**src/rtl/counter_sweep_ctrl.sv**
```systemverilog
// rtl/counter_sweep_ctrl.sv - up/down sweep counter: 0..peak..0, repeated reps times
// Runs one sweep set per accepted start; a start is refused (err) when peak or reps is zero.
module counter_sweep_ctrl #(
  parameter int WIDTH = 8
) (
  input  logic             clk,
  input  logic             rst,
  input  logic             start,
  input  logic [WIDTH-1:0] peak,
  input  logic [3:0]       reps,
  input  logic             pause,
  input  logic             abort,
  output logic [WIDTH-1:0] count,
  output logic             dir_up,
  output logic             busy,
  output logic             done,
  output logic             err
);

  localparam logic [1:0] S_IDLE = 2'd0;
  localparam logic [1:0] S_UP   = 2'd1;
  localparam logic [1:0] S_DOWN = 2'd2;
  localparam logic [1:0] S_DONE = 2'd3;

  localparam logic [WIDTH-1:0] CNT_ZERO = '0;
  localparam logic [WIDTH-1:0] CNT_ONE  = {{(WIDTH-1){1'b0}}, 1'b1};

  logic [1:0]       state_q, state_d;
  logic [WIDTH-1:0] count_q, count_d;
  logic [WIDTH-1:0] peak_l_q, peak_l_d;
  logic [3:0]       reps_left_q, reps_left_d;
  logic             err_q, err_d;

  logic accept;
  logic bad_args;
  logic at_top;
  logic at_bottom;

  assign accept    = (state_q == S_IDLE) && start && !abort;
  assign bad_args  = (peak == CNT_ZERO) || (reps == 4'd0);
  // Turnaround is decided on the edge that produces the extreme value, so
  // count only ever reaches peak_l and never steps past it or below zero.
  assign at_top    = (count_q == (peak_l_q - CNT_ONE));
  assign at_bottom = (count_q == CNT_ONE);

  always_comb begin
    state_d     = state_q;
    count_d     = count_q;
    peak_l_d    = peak_l_q;
    reps_left_d = reps_left_q;
    err_d       = 1'b0;

    case (state_q)
      S_IDLE: begin
        count_d = CNT_ZERO;
        if (accept) begin
          peak_l_d    = peak;
          reps_left_d = reps;
          if (bad_args) begin
            err_d = 1'b1;
          end else begin
            state_d = S_UP;
          end
        end
      end

      S_UP: begin
        if (abort) begin
          state_d     = S_IDLE;
          count_d     = CNT_ZERO;
          reps_left_d = 4'd0;
        end else if (!pause) begin
          count_d = count_q + CNT_ONE;
          if (at_top) begin
            state_d = S_DOWN;
          end
        end
      end

      S_DOWN: begin
        if (abort) begin
          state_d     = S_IDLE;
          count_d     = CNT_ZERO;
          reps_left_d = 4'd0;
        end else if (!pause) begin
          count_d = count_q - CNT_ONE;
          // Reaching zero closes a sweep; the same zero opens the next one.
          if (at_bottom) begin
            reps_left_d = reps_left_q - 4'd1;
            state_d     = (reps_left_q == 4'd1) ? S_DONE : S_UP;
          end
        end
      end

      S_DONE: begin
        state_d = S_IDLE;
        count_d = CNT_ZERO;
      end

      default: begin
        state_d = S_IDLE;
        count_d = CNT_ZERO;
      end
    endcase
  end

  always_ff @(posedge clk or negedge rst) begin
    if (!rst) begin
      state_q     <= S_IDLE;
      count_q     <= CNT_ZERO;
      peak_l_q    <= CNT_ZERO;
      reps_left_q <= 4'd0;
      err_q       <= 1'b0;
    end else begin
      state_q     <= state_d;
      count_q     <= count_d;
      peak_l_q    <= peak_l_d;
      reps_left_q <= reps_left_d;
      err_q       <= err_d;
    end
  end

  assign count  = count_q;
  assign dir_up = (state_q == S_UP);
  assign busy   = (state_q == S_UP) || (state_q == S_DOWN);
  assign done   = (state_q == S_DONE);
  assign err    = err_q;

endmodule
```
**config.mk**
```make
export PLATFORM = sky130hd
export DESIGN_NAME = counter_sweep_ctrl
export DESIGN_NICKNAME = d
export VERILOG_FILES = /design/src/rtl/counter_sweep_ctrl.sv
export SDC_FILE = /design/constraint.sdc
export NUM_CORES = 1
export LEC_CHECK = 0
export CAP_MARGIN = 30
export CORE_MARGIN = 5
export CORE_UTILIZATION = 55
export DETAILED_ROUTE_END_ITERATION = 8
export HOLD_SLACK_MARGIN = 0.08
export PLACE_DENSITY = 0.83
export SLEW_MARGIN = 15
export SYNTH_ARGS = -nofsm -noshare
export SYNTH_HDL_FRONTEND = slang
export SYNTH_SLANG_ARGS = --single-unit
```
**constraint.sdc**
```tcl
create_clock -name clk -period 5.25 [get_ports clk]
set_input_delay 1.05 -clock clk [delete_from_list [all_inputs] [get_ports clk]]
set_output_delay 1.05 -clock clk [all_outputs]
set_load 0.01 [all_outputs]
```
==> out/results.tsv <==
metric	value	unit
status	finished, final reports clean	
synth_top_family_by_area	compound AO/OA/AOI/OAI gates	
combPwrFrac	57.6	%
path_class	in2reg	
track_usage	20.73	%
dieArea	4177	um^2
rsz0062_at_grt	false	
area_growth	19.97	%
clock.fmax	333.6	MHz
fin_util	70.21	%
grt_pass1_wl	6872	um
syn_nets	208	
fp.coreArea	2805	um^2
wl_per_cell	17.37	um
postCtsSetupRepairBufs	0	
rows	19	
r2r_start	state_q[0]	
yosysTopAreaCell	dfrtp_1	
critPathSlowestCell	clkdlybuf4s50_1	
peakVddDrop	0.2987	mV
grt.overflow.total	0	
hold_class	reg2reg	
numCtsBuffers	3	
ant_nets	0	
crit_buf_inv	2	
clkPwrFrac	8.0	%
vias	1549	
finalWeightedCongestion	0.8605	
drtPass1Iterations	5	
synthFlopType	dfrtp_1	
maxSlewHeadroom	63.61	%
synth_seq_cells	23	
p_sw_share	45.01	%
post_cts_resize_count	0	
yosys_warnings	0	
avgSynthCellArea	9.069	um^2
grt_pass1_vias	1481	
cp.depth	7	
die_w	64.63	um
r2r_cells	7	
setup_tns	0	ns
period_needed	2.997	ns
die_h	64.63	um
synthTopCellsByArea	dfrtp_1 35%, ha_1 7.6%, mux2_2 6.2%	
switching_power	0.4708	mW
ys_types	41	
cts_buffer_depth	2	
synth_fa_ha_area_share	7.622	%
cp_max_fo	11	
synth-simple-area-share	16.77	%
ys_top_cells_by_count	23 x dfrtp_1, 14 x a21oi_1, 14 x nor2_1	
cts_tree	built	
n_antenna_cell	0	
antenna_found_initial	0	
p_leak	0.8381	nW
cp.arrival	3.21	ns
root_buffer	clkbuf_4	
nets	235	
routed_wl	4133	um
cp_top_family	compound AO/OA/AOI/OAI gates	
drt_iter0_drc	200	
hold_buffers	0	
crit_start	abort	
tightest_slew	0.5441	ns
synth-edff-count	0	
p_seq_share	34.4	%
syn_inst	181	
clock_latency	0.31	ns
synth_area	1642	um^2
drc	0	
grt_max_degree	16	
crit_chain	clkdlybuf4s50_1, inv_1, nand3_1, a21oi_1, o211ai_1, a211oi_1, mux2_2	
powerDensity	531.2	nW/um^2
r2r_slack	2.73	ns
worstHoldPathCells	2	
ys_async_sr_fraction	100.0	%
io_pins	29	
avgViaCountPerCell	6.508	
drv_cap	0	
synth-xor-area-share	6.402	%
start_util	58.52	%
path_clk_slew	0.13	ns
port_buffers	28	
synth_mux_area_share	8.003	%
crit_required	5.47	ns
crit_path_start_kind	input port	
layout-drive-gt1-share	9.662	%
crit_end	state_q[1]	
dpl.hpwl	3179	um
min_period_over_period	57.09	%
final-hold-violation-count	0	
synth_compound_area_share	21.11	%
setup_viol	0	
yosys.area.top_type_share	35.06	%
cts_sinks	23	
seq_area_frac_synth	35.06	%
end_kind	flip-flop	
skew	0.005315	ns
synth_most_common_cell	dfrtp_1	
ctsHtreeMaxLevel	1	
p_int	0.5753	mW
rr_endpoint	state_q[1]	
slew_violations	0	
crit_path_max_incr_delay	0.49	ns
## registers in the layout, summed over array words and instances, names as in the netlist
signal and cells:
count 8, state_q 2, peak_l_q 8, err 1, reps_left_q 4
## final cells by class
class,count,area (um^2)
multi-input cells,139,983.4
fillers,218,835.8
flip-flops and latches,23,575.6
repair buffers,30,302.8
inverters,11,41.29
well taps,31,38.79
clock buffers,3,22.52
clock inverters,1,5.005
## cell families (layout without fill, tap and decap cells)
family | after synthesis | count (layout)
adder cells (fa/ha/maj) | 10 | 10
flip-flops | 23 | 23
AND/OR/NAND/NOR | 53 | 53
multiplexers | 12 | 12
XOR/XNOR | 12 | 12
AO/OA/AOI/OAI | 52 | 52
buffers and inverters | 19 | 45
## through the flow
step,setup WS (ns),hold slack [ns],power [mW],instances,area [um^2]
floorplan,2.839,0.4635,0.7694,181,1642
global placement,2.052,0.5005,0.9074,232,1919
detailed placement,1.883,0.5133,0.9491,233,1934
CTS,2.217,0.5436,1.035,237,1962
global route,2.162,0.6024,1.121,238,1969
finish,2.253,0.5418,1.046,238,1969
## layout by cell type, fill, tap and decap left out, types with 4 or more instances in the layout
| cell type | instances |
|---|---|
| a31oi_1 | 6 |
| xor2_1 | 5 |
| nor2_1 | 14 |
| clkdlybuf4s50_1 | 28 |
| ha_1 | 10 |
| o21ai_0 | 10 |
| mux2_2 | 9 |
| nand2_1 | 13 |
| a21oi_1 | 14 |
| or3_1 | 4 |
| inv_1 | 11 |
| xnor2_1 | 7 |
| dfrtp_1 | 23 |
| nor4_1 | 4 |
## per-layer routing
layer  vias to the layer above  GRT usage (%)  wire length (um)
li1                        712              -                 -
met1                       734          26.28              1657
met2                        94          35.31              2071
met3                         9          3.454               331
met4                         0          8.179                72
met5                         -              0                 0
## power by group through the flow
stage               clock network [mW]  logic (mW)  registers [mW]
detailed placement                   0       0.590           0.359
floorplan                            0       0.446           0.324
global placement                     0       0.552           0.356
finish                          0.0833       0.603           0.360
CTS                             0.0855       0.594           0.356
global route                    0.0959       0.653           0.372
## how the worst min path moves through the flow
stage | slack [ns] | start | to
floorplan | 0.46 | reps_left_q[1] | reps_left_q[1]
global placement | 0.50 | reps_left_q[1] | reps_left_q[1]
detailed placement | 0.51 | reps_left_q[1] | reps_left_q[1]
CTS | 0.54 | reps_left_q[1] | reps_left_q[1]
global route | 0.60 | peak_l_q[7] | peak_l_q[7]
finish | 0.54 | reps_left_q[1] | reps_left_q[1]
## worst reg2reg max path: stages, from the launching register on
cell,delay [ns]
dfrtp_1,0.44
inv_1,0.12
ha_1,0.27
nand3_1,0.42
a21oi_1,0.30
o211ai_1,0.12
a211oi_1,0.36
mux2_2,0.38
(Power assumes the default switching activity.)
